--- config.mk ---
export PLATFORM = sky130hd
export DESIGN_NAME = vdp_cpu_port
export DESIGN_NICKNAME = d
export VERILOG_FILES = /design/src/rtl/vdp_cpu_port.sv
export SDC_FILE = /design/constraint.sdc
export NUM_CORES = 1
export LEC_CHECK = 0
export BUFFER_PORTS_ARGS = -buffer_cell sky130_fd_sc_hd__buf_2
export CORE_MARGIN = 3
export CORE_UTILIZATION = 45
export DETAILED_ROUTE_END_ITERATION = 6
export PLACE_DENSITY = 0.68
export SLEW_MARGIN = 5
export SYNTH_ARGS = -nofsm -noshare
export SYNTH_HDL_FRONTEND = slang
export SYNTH_SLANG_ARGS = --single-unit
--- constraint.sdc ---
create_clock -name clk -period 5.47 [get_ports clk]
set_input_delay 1.094 -clock clk [delete_from_list [all_inputs] [get_ports clk]]
set_output_delay 1.094 -clock clk [all_outputs]
set_load 0.02 [all_outputs]
--- src/rtl/vdp_cpu_port.sv ---
// vdp_cpu_port: CPU port front-end for TMS9918/V99x8 VDPs: control latch, auto-increment VRAM pointer and ordered VRAM command queue.
// Optional VDP_PORT_WAIT_EN: stall the CPU through wait_n instead of dropping commands on a full queue.
module vdp_cpu_port #(
    parameter int VRAM_AW = 14,
    parameter int QDEPTH  = 4,
    parameter int HI_REG  = 14,
    parameter int REG_AW  = 6
) (
    input  logic               clk,
    input  logic               reset,
    input  logic               cs,
    input  logic               rd,
    input  logic               wr,
    input  logic               req,
    input  logic               mode,
    input  logic [7:0]         cd_i,
    output logic [7:0]         cd_o,
    input  logic [7:0]         status_i,
    output logic               status_rd,
    output logic               reg_we,
    output logic [REG_AW-1:0]  reg_addr,
    output logic [7:0]         reg_data,
    output logic               vram_req,
    input  logic               vram_ack,
    output logic               vram_we,
    output logic [VRAM_AW-1:0] vram_addr,
    output logic [7:0]         vram_wdata,
    input  logic [7:0]         vram_rdata,
    output logic               busy,
`ifdef VDP_PORT_WAIT_EN
    output logic               wait_n,
`endif
    output logic               overflow
);
    localparam int QAW = $clog2(QDEPTH);
    localparam int CW  = QAW + 1;
    localparam int EW  = VRAM_AW + 9;
    localparam logic [VRAM_AW-1:0] LO = VRAM_AW'(14'h3FFF);

    typedef enum logic {IDLE, ISSUE} state_t;

    state_t              state_q, state_d;
    logic                tog_q, tog_d;
    logic [7:0]          latch_q, latch_d;
    logic [VRAM_AW-1:0]  ptr_q, ptr_d, ptr_set;
    logic [7:0]          rbuf_q, rbuf_d;
    logic                rd_prev_q, status_rd_q;
    logic                reg_we_q, reg_we_d;
    logic [REG_AW-1:0]   reg_addr_q, reg_addr_d;
    logic [7:0]          reg_data_q, reg_data_d;
    logic                ovf_q, ovf_d;
    logic [EW-1:0]       q_mem [QDEPTH];
    logic [QAW-1:0]      head_q, tail_q;
    logic [CW-1:0]       cnt_q, cnt_d;
    logic [EW-1:0]       head;
    logic                head_we;
    logic                wr_ev, rd_ev, pop, full;
    logic                push, push_we;
    logic [VRAM_AW-1:0]  push_addr;
    logic [7:0]          push_data;
    logic                c_val, c_we, c_ok, do_push;
    logic [VRAM_AW-1:0]  c_addr;
    logic [7:0]          c_data;

    assign wr_ev   = cs && wr && req;
    assign rd_ev   = cs && rd && !rd_prev_q;
    assign head    = q_mem[head_q];
    assign head_we = head[EW-1];
    assign pop     = (state_q == ISSUE) && vram_ack;
    assign full    = cnt_q == CW'(QDEPTH);

    // Port decode; a write event wins over a read edge in the same cycle.
    always_comb begin
        tog_d      = tog_q;
        latch_d    = latch_q;
        ptr_d      = ptr_q;
        ptr_set    = (ptr_q & ~LO) | VRAM_AW'({cd_i[5:0], latch_q});
        rbuf_d     = (pop && !head_we) ? vram_rdata : rbuf_q;
        reg_we_d   = 1'b0;
        reg_addr_d = reg_addr_q;
        reg_data_d = reg_data_q;
        push       = 1'b0;
        push_we    = 1'b0;
        push_addr  = ptr_q;
        push_data  = cd_i;
        if (wr_ev && mode && !tog_q) begin
            latch_d = cd_i;
            tog_d   = 1'b1;
        end else if (wr_ev && mode) begin
            tog_d = 1'b0;
            if (cd_i[7]) begin
                reg_we_d   = 1'b1;
                reg_addr_d = cd_i[REG_AW-1:0];
                reg_data_d = latch_q;
                if (VRAM_AW > 14 && cd_i[REG_AW-1:0] == REG_AW'(HI_REG))
                    ptr_d = (ptr_q & LO) | (VRAM_AW'(latch_q) << 14);
            end else begin
                push      = !cd_i[6];
                push_addr = ptr_set;
                ptr_d     = cd_i[6] ? ptr_set : ptr_set + VRAM_AW'(1);
            end
        end else if (wr_ev) begin
            push    = 1'b1;
            push_we = 1'b1;
            rbuf_d  = cd_i;
            ptr_d   = ptr_q + VRAM_AW'(1);
            tog_d   = 1'b0;
        end else if (rd_ev) begin
            tog_d = 1'b0;
            push  = !mode;
            ptr_d = mode ? ptr_q : ptr_q + VRAM_AW'(1);
        end
    end

`ifdef VDP_PORT_WAIT_EN
    // A command that cannot enter the queue is parked here while the CPU is stalled.
    logic               pend_q, pend_we_q, pend_dr_q, c_dr;
    logic [VRAM_AW-1:0] pend_addr_q;
    logic [7:0]         pend_data_q;
    logic [CW-1:0]      rdq_q;

    assign c_val  = pend_q | push;
    assign c_we   = pend_q ? pend_we_q : push_we;
    assign c_addr = pend_q ? pend_addr_q : push_addr;
    assign c_data = pend_q ? pend_data_q : push_data;
    assign c_dr   = pend_q ? pend_dr_q : (rd_ev && !wr_ev && !mode);
    assign c_ok   = (!full || pop) && !(c_dr && rdq_q != '0);
    assign ovf_d  = ovf_q;
    assign wait_n = !pend_q;

    always_ff @(posedge clk) begin
        if (reset) begin
            pend_q <= 1'b0;
            rdq_q  <= '0;
        end else begin
            pend_q <= c_val && !c_ok;
            rdq_q  <= rdq_q + CW'(do_push && !c_we) - CW'(pop && !head_we);
        end
    end

    always_ff @(posedge clk) begin
        if (!pend_q) begin
            pend_we_q   <= push_we;
            pend_addr_q <= push_addr;
            pend_data_q <= push_data;
            pend_dr_q   <= c_dr;
        end
    end
`else
    assign c_val  = push;
    assign c_we   = push_we;
    assign c_addr = push_addr;
    assign c_data = push_data;
    assign c_ok   = !full || pop;
    assign ovf_d  = ovf_q | (c_val && !c_ok);
`endif

    assign do_push = c_val && c_ok;
    assign cnt_d   = cnt_q + CW'(do_push) - CW'(pop);

    always_comb begin
        state_d = (state_q == IDLE) ? ((cnt_q != '0) ? ISSUE : IDLE)
                                    : (pop ? ((cnt_d != '0) ? ISSUE : IDLE) : ISSUE);
    end

    always_ff @(posedge clk) begin
        if (reset) begin
            state_q     <= IDLE;
            tog_q       <= 1'b0;
            latch_q     <= '0;
            ptr_q       <= '0;
            rbuf_q      <= '0;
            rd_prev_q   <= 1'b0;
            status_rd_q <= 1'b0;
            reg_we_q    <= 1'b0;
            reg_addr_q  <= '0;
            reg_data_q  <= '0;
            ovf_q       <= 1'b0;
            head_q      <= '0;
            tail_q      <= '0;
            cnt_q       <= '0;
        end else begin
            state_q     <= state_d;
            tog_q       <= tog_d;
            latch_q     <= latch_d;
            ptr_q       <= ptr_d;
            rbuf_q      <= rbuf_d;
            rd_prev_q   <= cs && rd;
            status_rd_q <= rd_ev && mode && !wr_ev;
            reg_we_q    <= reg_we_d;
            reg_addr_q  <= reg_addr_d;
            reg_data_q  <= reg_data_d;
            ovf_q       <= ovf_d;
            head_q      <= head_q + QAW'(pop);
            tail_q      <= tail_q + QAW'(do_push);
            cnt_q       <= cnt_d;
        end
    end

    always_ff @(posedge clk) begin
        if (do_push) q_mem[tail_q] <= {c_we, c_addr, c_data};
    end

    assign cd_o       = (cs && rd) ? (mode ? status_i : rbuf_q) : 8'hFF;
    assign status_rd  = status_rd_q;
    assign reg_we     = reg_we_q;
    assign reg_addr   = reg_addr_q;
    assign reg_data   = reg_data_q;
    assign vram_req   = state_q == ISSUE;
    assign vram_we    = vram_req && head_we;
    assign vram_addr  = vram_req ? head[EW-2:8] : '0;
    assign vram_wdata = vram_we ? head[7:0] : '0;
    assign busy       = vram_req || cnt_q != '0;
    assign overflow   = ovf_q;
endmodule
# --- Yosys cells after proc, flatten, opt, wreduce, memory -nomap -nowiden ---
# Memory sizes are Yosys's and may differ from the RTL's. A register that Yosys moved wholly into a read port is not among the register bits.
# Index checks and enable logic that the tools add are counted.
op_classes:
  addsub: 6
  bitwise_logic: 3
  muxes: 37
  n_eq_ne: 3
  n_reduce_logical: 30
ops:
  columns: ["cell", "count"]
  rows:
  - ["$mux W14", 10]
  - ["$mux W8", 7]
  - ["$add A14 B1 Y14 const B", 2]
  - ["$mux W1", 19]
  - ["$logic_and A1 B1 Y1", 13]
  - ["$reduce_bool A3 Y1", 3]
  - ["$logic_not A1 Y1", 8]
  - ["$add A2 B1 Y2", 2]
  - ["$reduce_and A4 Y1", 1]
  - ["$reduce_bool A4 Y1", 1]
  - ["$add A3 B1 Y3", 1]
  - ["$eq A3 B3 Y1 const B", 1]
  - ["$ne A3 B1 Y1 const B", 1]
  - ["$reduce_and A3 Y1", 1]
  - ["$reduce_or A3 Y1", 1]
  - ["$sub A3 B1 Y3", 1]
  - ["$logic_or A1 B1 Y1", 2]
  - ["$mux W2", 1]
  - ["$ne A2 B2 Y1 const B", 1]
  - ["$not A1 Y1", 2]
  - ["$or A1 B1 Y1", 1]
totals:
  mem_bits_rw: 92
  memories: 1
  in_bits: 32
  reg_bits: 57
mem_list:
  columns: ["name", "words", "width", "rd", "rd_clocked_by_memory_dff", "wr", "line_no", "text"]
  rows:
  - ["q_mem", 4, 23, 1, 1, 1, "52", "logic [EW-1:0] q_mem [QDEPTH];"]

# --- Logic depth before layout (Yosys ltp) ---
# Gate-level depths: netlist of the first run.
depth:
  word_depth: 13
  ltp_mapped: 12
  ltp_nobuf: 11

# --- Worst setup path before layout of the first run ---
# No wires, ideal clock.
synth_timing:
  path_kind: "input port to flip-flop"
  from: "input cd_i[7]"
  to: "memory q_mem[1][0] (netlist name) (enable)"
  arrival_time_ps: 3757
  cell_stages: 6
  slack_ps: 1276
  path_cell_list: "nand2b_1 -> a21oi_1 -> nor2_1 -> or3b_1 -> clkbuf_1 -> nor3b_1"
synth_between:
  elab_chain_len: 6
synth_rtl:
  columns: ["element", "line_no", "text"]
  rows:
  - ["start: declaration", "16", "input logic [7:0] cd_i,"]
  - ["$mux W1", "91", "if (cd_i[7]) begin"]
  - ["$mux W1", "89", "end else if (wr_ev && mode) begin"]
  - ["$mux W1", "86", "if (wr_ev && mode && !tog_q) begin"]
  - ["$logic_and A1 B1 Y1", "158", "assign do_push = c_val && c_ok;"]
  - ["$mux W1", "201", "if (do_push) q_mem[tail_q] <= {c_we, c_addr, c_data};"]
  - ["$mux W1 (implied by the code)", "201", null]
  - ["end: declaration", "52", null]
# No other way between the ends.

# --- Final worst setup path of the first run ---
layout_timing:
  from: "input mode"
  to: "register state_q, in the netlist vram_req"
layout_between:
  elab_chain_len: 12
  word_cells_on_any_way: 14
  classes_between: "add/sub: 2; mux: 7; reduce/logical: 5"
layout_rtl:
  columns: ["element", "line_no", "text"]
  rows:
  - ["start: declaration", "15", "input logic mode,"]
  - ["$logic_not A1 Y1", "110", "push = !mode;"]
  - ["$mux W1", "108", "end else if (rd_ev) begin"]
  - ["$mux W1", "102", "end else if (wr_ev) begin"]
  - ["$mux W1", "89", null]
  - ["$mux W1 *", "86", null]
  - ["$logic_and A1 B1 Y1 *", "158", null]
  - ["$add A3 B1 Y3 *", "159", "assign cnt_d = cnt_q + CW'(do_push) - CW'(pop);"]
  - ["$sub A3 B1 Y3 *", "159", null]
  - ["via cnt_d[1]", "54", "logic [CW-1:0] cnt_q, cnt_d;"]
  - ["$reduce_bool A3 Y1 *", "163", ": (pop ? ((cnt_d != '0) ? ISSUE : IDLE) : ISSUE);"]
  - ["$mux W1 * (2 in a row)", "163", null]
  - ["$mux W1 *", "162", "state_d = (state_q == IDLE) ? ((cnt_q != '0) ? ISSUE : IDLE)"]
  - ["end signal: assignment", "183", "state_q <= state_d;"]
  - ["end: declaration", "42", "state_t state_q, state_d;"]
# The timed path passes the listed nets; every way through them passes the cells marked *.
# A chain may end at the register's enable or synchronous reset.

==> results of run 1 <==
-- placed cells by master (no fill, tap or decap), types with 3 or more instances in the layout --
master / n
a211oi_1: 12
nand2_1: 40
nand4_1: 5
edfxtp_1: 92
nor2_1: 48
mux2_2: 12
o21ai_0: 24
nand3b_1: 5
nor4_1: 3
nor2b_1: 6
dfxtp_1: 57
xor2_1: 6
clkbuf_16: 17
nor3_1: 10
clkbuf_1: 3
nand4b_1: 3
a31oi_1: 6
xnor2_1: 7
nand3_1: 7
and3_1: 11
inv_1: 10
buf_2: 81
clkinv_2: 3
clkinv_1: 4
a21oi_1: 22
bufinv_16: 3
and2_1: 17
mux4_2: 23
nand2b_1: 4
buf_4: 8
or3_1: 3
ha_1: 6
mux2i_1: 30
-- stage by stage --
step	area [um^2]	std cells	utilization, %
global placement	7180	765	50.9
floorplan	6600	527	-
global route	7750	797	55.0
detailed placement	7180	765	50.9
finish	7750	797	55.0
CTS	7750	797	55.0
-- critical path: cells and delay by family --
family / cells / cell delay [ns]
adder cells (fa/ha/maj): 3 / 0.86
buffers and inverters: 2 / 0.33
AND/OR/NAND/NOR: 4 / 1.48
AO/OA/AOI/OAI: 1 / 0.10
-- registers in the layout (all words and copies together) (netlist names) --
signal,cells
q_mem,92
ptr_q,14
latch_q,8
rbuf_q,8
reg_data,8
reg_addr,6
cnt_q,3
head_q,2
tail_q,2
overflow,1
rd_prev_q,1
reg_we,1
status_rd,1
tog_q,1
vram_req,1
-- cells by family after synthesis --
group,share of synthesized area [%]
simple gates,13.9
flops,59.1
compound gates,6.59
mux,14.6
buf+inv,2.61
xor+xnor,1.72
fa+ha+maj,1.44
-- power by group through the flow --
stage | sequential, uW | clock (uW) | combinational (uW)
2_1_floorplan | 1280 | 0 | 353
3_3_place_gp | 1300 | 0 | 466
3_5_place_dp | 1300 | 0 | 475
4_1_cts | 1280 | 1150 | 476
5_1_grt | 1290 | 1200 | 513
6_report | 1280 | 1130 | 468
-- layout make-up --
class / instances / area [um^2]
fillers: 1226 / 6340
flip-flops and latches: 149 / 3900
multi-input cells: 336 / 2540
repair buffers: 89 / 465
clock buffers: 20 / 437
well taps: 180 / 225
clock inverters: 12 / 136
inverters: 11 / 41.3
-- per-layer routing --
| layer | GRT usage (%) | wire, um |
|---|---|---|
| met3 | 4.56 | 1050 |
| met5 | 0 | 0 |
| met4 | 6.69 | 201 |
| met1 | 25.3 | 6520 |
| met2 | 29.9 | 6780 |
-- path summary, 6_finish.rpt --
check	endpoint	startpoint	slack, ns
hold reg to reg	reg_data[7]	reg_data[7]	0.49
hold / removal	reg_data[7]	reg_data[7]	0.49
setup / recovery	vram_req	mode	1.85
setup reg to reg	vram_req	vram_req	2.03
==> key figures, run 1 <==
Clock tree
  – # Post-CTS Setup Buffers: 0
  – CTS Buf Count: 17
  – CTS tree: yes
  – Post-CTS Hold Fix Bufs: 0
  – Post_cts resized: 0
  – Worst-Skew Late Latency: 0.42 ns
  – Max clock buf depth: 2
  – Root Driver: clkbuf_16
  – # clock sinks: 149
  – H-Tree Depth: 4
  – Clock transition at path regs: 0.06 ns

Floorplan
  – Initial Util: 46.8%
  – Chip Height: 127 um
  – Io pins: 82
  – Std-Cell Rows: 43
  – Die Wd: 127 um
  – Die area: 16200 um^2
  – Core Region: 14100 um^2

Yosys
  – Count leader, synth: edfxtp_1
  – Yosys warns: 0
  – Post-Syn Instances: 527
  – Netlist cell types: 51
  – Synth top area cells: edfxtp_1, dfxtp_1, mux4_2
  – Post-synth top cells: edfxtp_1, dfxtp_1, nor2_1
  – Net Count, Synth: 566
  – Top FF cell, synth: edfxtp_1
  – Synthesized flop and latch total: 149
  – Post-Syn Area: 6600 um^2
  – EDFF count, synth: 92
  – Post-synthesis sequential area ratio: 59.1%
  – Avg Inst Size Synth: 12.5 um^2
  – Post-synth top area share: 41.8%
  – Leading area contributor after synthesis: edfxtp_1
  – Async S/R FF share, synth: 0%

Placed design
  – Dpl ws: 1.47 ns
  – Final GP Congestion: 0.870
  – Placed wire-length estimate: 9440 um
  – Port bufs: 81

Detailed routing
  – Detailed Route Iter0 Violations: 372
  – DR vias: 4513
  – WL per Instance: 18.3 um
  – Vias/cell: 5.66
  – Post-Route WL: 14600 um
  – DRC violations left: 0
  – Post-route ant nets: 0
  – Pre-antenna DRT Iters: 4

Critical path
  – Crit path launch type: primary input
  – Crit-path slowest cell: and4_1
  – Crit end category: flip-flop
  – Critical path class: in2reg
  – Worst EP required: 5.71 ns
  – Cell Chain, Critical Path: buf_2 > and4_1 > nand2_1 > or3b_1 > ha_1 > inv_1 > ha_1 > fa_1 > nor3_1 > a221oi_1
  – CP Data Arrival Time: 3.86 ns
  – Crit path largest cell delay: 0.80 ns
  – Top fanout value on the critical path: 21
  – Critical path's most frequent cell: ha_1
  – Reg2reg path depth: 10

Timing
  – Slew Viols, Final: 0
  – Hold WS: 0.488 ns
  – Final Hold Vio Count: 0
  – Min Clock Period, post-route: 3.62 ns
  – Max-slew headroom at the worst pin: 28.6%
  – Crit share post-route: 66.2%
  – Setup slack after layout: 1.85 ns
  – Fmax: 276 MHz
  – Clk_skew: 0.00645 ns
  – Actual slew at the worst max-slew pin: 1.07 ns
  – RSZ-0062 raised after global routing: false
  – Final setup fails: 0
  – TNS Setup: 0 ns

Cells and area
  – Final net count: 643
  – Layout cells sized above 1: 25.9%
  – Synthesis-to-finish area growth: 17.4%
  – # diodes: 0

Pwr
  – Switching share of total power: 25.6%
  – Pwr Total: 2880 uW
  – Cell Pwr Density: 372 nW/um^2
  – Comb power frac: 16.2%
  – Clock Power Share: 39.3%
  – Switching pwr: 737 uW
  – P_leak: 0.00290 uW
  – Peak VDD IR: 0.222 mV
  – Cell internal pwr: 2140 uW
  – Sequential share of power: 44.4%

Min path
  – Hold path depth: 2
  – Worst Hold Class: reg2reg

Global routing
  – Initial antenna violation count: 0
  – First-pass GRT wire length: 23500 um
  – Tot GR Track Use: 18.8%
  – Gr ovfl total: 0
  – Vias in the first global route: 4484
  – Largest net degree at the start of global routing: 58

Run status
  – Outcome: finished, final reports clean

Flow run
  – Maxcap violations: 0
Note: power is estimated with default switching activity, not from simulation.
==> inputs of run 2 (changes only) <==
- PLACE_DENSITY: 0.68 -> 0.71
- clock period: 5.47 -> 2.95 ns (I/O delays scaled with it)
==> run 2 against run 1 <==
Compared with the run above: power is 86% higher; clock power rose by 82%; critical endpoint is now vram_wdata[2]; final cell count rose by 1.8%; largest power group unchanged.
==> key figures, run 2 (synthesis gave the netlist of run 1 again) <==
Run status
  – Outcome: finished, final reports clean

Global routing
  – Tot GR Track Use: 19.1% (+0.38 points)
  – Vias in the first global route: 4614 (+2.9%)
  – First-pass GRT wire length: 24000 um (+2.1%)
  – Gr ovfl total: 0 (unchanged)
  – Largest net degree at the start of global routing: 42 (-28%)
  – Initial antenna violation count: 0 (unchanged)

Pwr
  – Sequential share of power: 43.7% (-0.7 points)
  – Peak VDD IR: 0.437 mV (+96%)
  – Switching share of total power: 26.6% (+0.97 points)
  – P_leak: 0.00297 uW (+2.2%)
  – Switching pwr: 1420 uW (+93%)
  – Cell internal pwr: 3930 uW (+83%)
  – Comb power frac: 17.7% (+1.5 points)
  – Cell Pwr Density: 679 nW/um^2 (+83%)
  – Clock Power Share: 38.6% (-0.7 points)

Placed design
  – Placed Cells: 779 (+1.8%)
  – Final GP Congestion: 0.859 (-1.2%)
  – Port bufs: 81 (unchanged)
  – Placed wire-length estimate: 10000 um (+6.0%)
  – Dpl ws: -0.120 ns (-1.59 ns)

Min path
  – Worst Hold Class: reg2reg

Cells and area
  – Synthesis-to-finish area growth: 19.2%
  – Max reg flops: 92 (unchanged)
  – Largest Register: q_mem
  – Fin cells: 811 (+1.8%)
  – Layout cells sized above 1: 27.9% (+2.0 points)
  – # diodes: 0 (unchanged)
  – Most common cell after layout, fill and taps aside: edfxtp_1
  – Largest regs: q_mem (92), ptr_q (14)
  – Commonest cells after routing, fill and taps aside: edfxtp_1, buf_2, dfxtp_1
  – Final net count: 657 (+2.2%)

Clock tree
  – # clock sinks: 149 (unchanged)
  – Worst-Skew Late Latency: 0.42 ns (about the same)
  – Post_cts resized: 0 (unchanged)
  – Clock transition at path regs: 0.06 ns (about the same)
  – CTS Buf Count: 17 (unchanged)
  – Max clock buf depth: 2 (unchanged)
  – H-Tree Depth: 4 (unchanged)
  – Root Driver: clkbuf_16
  – # Post-CTS Setup Buffers: 0 (unchanged)
  – CTS tree: yes
  – Post-CTS Hold Fix Bufs: 0 (unchanged)

Critical path
  – Critical path class: reg2out
  – Crit end category: output pin
  – Cell Chain, Critical Path: buf_4 > mux4_2 > and3_1 > buf_2
  – Crit path launch type: flip-flop
  – Delay-heaviest family, CP: multiplexers
  – CP Data Arrival Time: 2.12 ns (-1.74 ns)
  – Top fanout value on the critical path: 11 (-48%)
  – Crit path largest cell delay: 0.71 ns (-0.09 ns)
  – Worst EP required: 2.36 ns (-3.35 ns)
  – Crit-path slowest cell: mux4_2
  – Number of buffers and inverters on the critical path: 2 (unchanged)
  – R2r setup slk: 0.34 ns (-1.69 ns)

Timing
  – Actual slew at the worst max-slew pin: 0.813 ns (-0.258 ns)
  – Final setup fails: 0 (unchanged)
  – Clk_skew: 0.0136 ns (+0.00710 ns)
  – Setup slack after layout: 0.239 ns (-1.61 ns)
  – RSZ-0062 raised after global routing: false
  – TNS Setup: 0 ns (unchanged)
  – Slew Viols, Final: 0 (unchanged)
  – Final Hold Vio Count: 0 (unchanged)
  – Fmax: 369 MHz
  – Min Clock Period, post-route: 2.71 ns
  – Crit share post-route: 91.9%
  – Max-slew headroom at the worst pin: 45.8% (+17 points)

Detailed routing
  – Post-Route WL: 14900 um (+2.7%)
  – Detailed Route Iter0 Violations: 399 (+7.3%)
  – WL per Instance: 18.4 um (+0.93%)
  – DRC violations left: 0 (unchanged)
  – Pre-antenna DRT Iters: 5 (+1)
  – DR vias: 4510 (-0.066%)
  – Vias/cell: 5.56 (-1.8%)
  – Post-route ant nets: 0 (unchanged)

Floorplan
  – Die area: 16200 um^2 (unchanged)
  – Std-Cell Rows: 43 (unchanged)
  – Chip Height: 127 um (unchanged)
  – Initial Util: 46.8% (unchanged)
  – Core Region: 14100 um^2 (unchanged)
  – Die Wd: 127 um (unchanged)
  – Io pins: 82 (unchanged)

Flow run
  – Maxcap violations: 0 (unchanged)
==> run 2: cell count changes in the layout (fill, tap and decap cells not counted) <==
cell | before | now
bufinv_16 | 3 | 2
clkinv_1 | 4 | 3
clkinv_4 | 1 | 4
inv_6 | 0 | 1
clkbuf_1 | 3 | 2
buf_12 | 0 | 2
buf_4 | 8 | 20
clkinv_2 | 3 | 1
clkinvlp_2 | 0 | 1
==> run 2: layout make-up <==
class	count	area [um^2]
Timing Repair Buffer	103	596
Fill cell	1196	6220
Inverter	11	41.3
Tap cell	180	225
Clock buffer	19	433
Sequential cell	149	3900
Multi-Input combinational cell	336	2540
Clock inverter	13	133
==> run 2: worst min-delay path: stages (launching register included) <==
cell     delay (ns)
dfxtp_1        0.32
mux2i_1        0.07
nor2_1         0.07
==> run 2: through the flow <==
stage                     area (um^2)  utilization, %  hold WS [ns]  power (uW)
after floorplan                  6620               -         0.472        3040
after global placement           7310            51.8         0.466        3310
after detailed placement         7310            51.8         0.486        3340
after CTS                        7870            55.9         0.500        5400
after global routing             7870            55.9         0.514        5580
final                            7870            55.9         0.499        5350
==> run 2: worst paths after layout <==
kind               startpoint            end  cells after the start
setup reg to reg        tog_q       vram_req                     11
hold / removal    reg_addr[0]    reg_addr[0]                      2
setup / recovery    head_q[0]  vram_wdata[2]                      4
hold reg to reg   reg_addr[0]    reg_addr[0]                      2
==> run 2: per-layer routing <==
layer  global-route usage [%]  vias up  part of all wire [%]
met5                        0        -                     0
met4                     5.74        0                  0.96
met3                     4.89       13                   6.0
met2                     30.7      157                    49
met1                     25.9     2201                    44
li1                         -     2139                     -
==> run 2: power groups by stage <==
stage | Clock [uW] | Sequential [uW] | Combinational (uW)
detailed placement | 0 | 2380 | 967
finish | 2060 | 2340 | 949
global placement | 0 | 2370 | 941
floorplan | 0 | 2380 | 656
global route | 2200 | 2340 | 1040
CTS | 2100 | 2340 | 969
==> inputs of run 3 (changes only) <==
- RECOVER_POWER: default -> 100
==> run 3 against run 2 <==
Compared with the run above: clock skew shrank 0.0069 ns; flip-flop and latch count is the same; power shrank 0.93%; die area is the same; sequential power is essentially flat; critical path depth grew 2; design area shrank 2.2%; sequential share of layout area grew 1.1 points; hold slack gained 0.0032 ns; critical path type is now in2reg.
==> key figures, run 3 (synthesis gave the netlist of run 1 again) <==
Floorplan
  – Io pins: 82 (unchanged)
  – Std-Cell Rows: 43 (unchanged)
  – Initial Util: 46.8% (unchanged)
  – Core Region: 14100 um^2 (unchanged)
  – Die area: 16200 um^2 (unchanged)
  – Die Wd: 127 um (unchanged)
  – Chip Height: 127 um (unchanged)

Detailed routing
  – Vias/cell: 5.55 (-0.11%)
  – Detailed Route Iter0 Violations: 411 (+3.0%)
  – Pre-antenna DRT Iters: 5 (unchanged)
  – DR vias: 4505 (-0.11%)
  – DRC violations left: 0 (unchanged)
  – Post-Route WL: 15000 um (+0.28%)
  – WL per Instance: 18.5 um (+0.28%)
  – Post-route ant nets: 0 (unchanged)

Cells and area
  – Largest regs: q_mem (92), ptr_q (14)
  – Multi-input combinational cell area: 2510 um^2 (-1.4%)
  – Most common cell after layout, fill and taps aside: edfxtp_1
  – Final net count: 657 (unchanged)
  – FILL cells: 1248 (+4.3%)
  – Largest Register: q_mem
  – Commonest cells after routing, fill and taps aside: edfxtp_1, clkbuf_1, dfxtp_1
  – Layout cells sized above 1: 14.3% (-14 points)
  – Max reg flops: 92 (unchanged)
  – # diodes: 0 (unchanged)
  – Register area: 3900 um^2 (unchanged)
  – Fin util: 54.6% (-1.3 points)
  – Synthesis-to-finish area growth: 16.6%

Clock tree
  – Root Driver: clkbuf_16
  – CTS tree: yes
  – Clock transition at path regs: 0.06 ns (about the same)
  – CTS Buf Count: 17 (unchanged)
  – Post-CTS Hold Fix Bufs: 0 (unchanged)
  – Post_cts resized: 0 (unchanged)
  – # clock sinks: 149 (unchanged)
  – # Post-CTS Setup Buffers: 0 (unchanged)
  – Worst-Skew Late Latency: 0.42 ns (about the same)
  – H-Tree Depth: 4 (unchanged)
  – Max clock buf depth: 2 (unchanged)

Critical path
  – CP Data Arrival Time: 2.99 ns (+0.87 ns)
  – Crit-path slowest cell: nand3_1
  – Critical path class: in2reg
  – Crit path launch type: primary input
  – Critical path's most frequent cell: clkbuf_1
  – Crit path largest cell delay: 0.84 ns (+0.13 ns)
  – Cell Chain, Critical Path: clkbuf_1 > and4_1 > clkbuf_1 > nand3_1 > mux2i_1 > nor2_1
  – Top fanout value on the critical path: 20 (+9)
  – Crit end category: flip-flop
  – Worst EP required: 3.25 ns (+0.89 ns)

Timing
  – Min Clock Period, post-route: 2.69 ns (-0.0217 ns)
  – Clk_skew: 0.00670 ns (-0.00685 ns)
  – Final setup fails: 0 (unchanged)
  – Slew Viols, Final: 0 (unchanged)
  – Final Hold Vio Count: 0 (unchanged)
  – Actual slew at the worst max-slew pin: 1.04 ns (+0.223 ns)
  – Hold WS: 0.502 ns (+0.00321 ns)
  – Max-slew headroom at the worst pin: 30.9% (-15 points)
  – Fmax: 372 MHz (+0.81%)
  – RSZ-0062 raised after global routing: false
  – Crit share post-route: 91.2% (-0.74 points)

Global routing
  – Initial antenna violation count: 0 (unchanged)
  – First-pass GRT wire length: 24000 um (unchanged)
  – Vias in the first global route: 4614 (unchanged)
  – Largest net degree at the start of global routing: 42 (unchanged)
  – Tot GR Track Use: 19.1% (unchanged)
  – Gr ovfl total: 0 (unchanged)

Min path
  – Worst Hold Class: reg2reg

Placed design
  – Final GP Congestion: 0.859 (unchanged)
  – Port bufs: 81 (unchanged)
  – Placed wire-length estimate: 10000 um (unchanged)

Pwr
  – Peak VDD IR: 0.427 mV (-2.2%)
  – Cell Pwr Density: 688 nW/um^2 (+1.3%)
  – P_leak: 0.00271 uW (-8.7%)

Run status
  – Outcome: finished, final reports clean

Flow run
  – Maxcap violations: 0 (unchanged)
## run 3: cell types whose count changed in the layout (fill, tap and decap cells not counted), moves of 5 or more
cell | previous run | this run
clkbuf_1 | 2 | 68
mux2_2 | 12 | 0
buf_4 | 20 | 9
buf_2 | 81 | 23
mux2_1 | 1 | 13
clkbuf_2 | 0 | 5
## run 3: per-stage QoR
step                power [uW]  cell area, um^2  cells  setup WS, ns  TNS, ns
detailed placement        3340             7310    779        -0.120   -0.165
global route              5530             7700    811        0.0480        0
finish                    5300             7700    811         0.260        0
CTS                       5400             7870    811         0.199        0
global placement          3310             7310    779       -0.0290  -0.0290
floorplan                 3040             6620    527        0.0171        0
## run 3: critical path, delay by kind of cell
kind                   cells  cell delay [ns]
multiplexers               1             0.40
AND/OR/NAND/NOR            3             1.17
buffers and inverters      2             0.83
## run 3: report_power, final
group          switching [uW]  internal [uW]  leakage (uW)
clock                     825           1240      0.000270
combinational             544            357       0.00116
sequential               45.8           2290       0.00128
## run 3: path summary, 6_finish.rpt
check              startpoint           to  slack (ns)  depth (start not counted)
setup reg to reg    rd_prev_q     vram_req        0.33                         11
hold / removal    reg_addr[0]  reg_addr[0]        0.50                          2
setup / recovery         mode  reg_data[1]        0.26                          6
hold reg to reg   reg_addr[0]  reg_addr[0]        0.50                          2
## run 3: cell type report
class / instances / area share [%]
Inverter: 11 / 0.536
Sequential cell: 149 / 50.7
Timing Repair Buffer: 103 / 5.92
Tap cell: 180 / 2.93
Multi-Input combinational cell: 336 / 32.6
Clock buffer: 19 / 5.62
Clock inverter: 13 / 1.72
## run 3: layer usage
layer	vias up	GRT usage [%]	wire, um
met2	158	30.7	7180
li1	2138	-	-
met3	14	4.89	967
met4	0	5.74	176
met5	-	0	0
met1	2195	25.9	6660
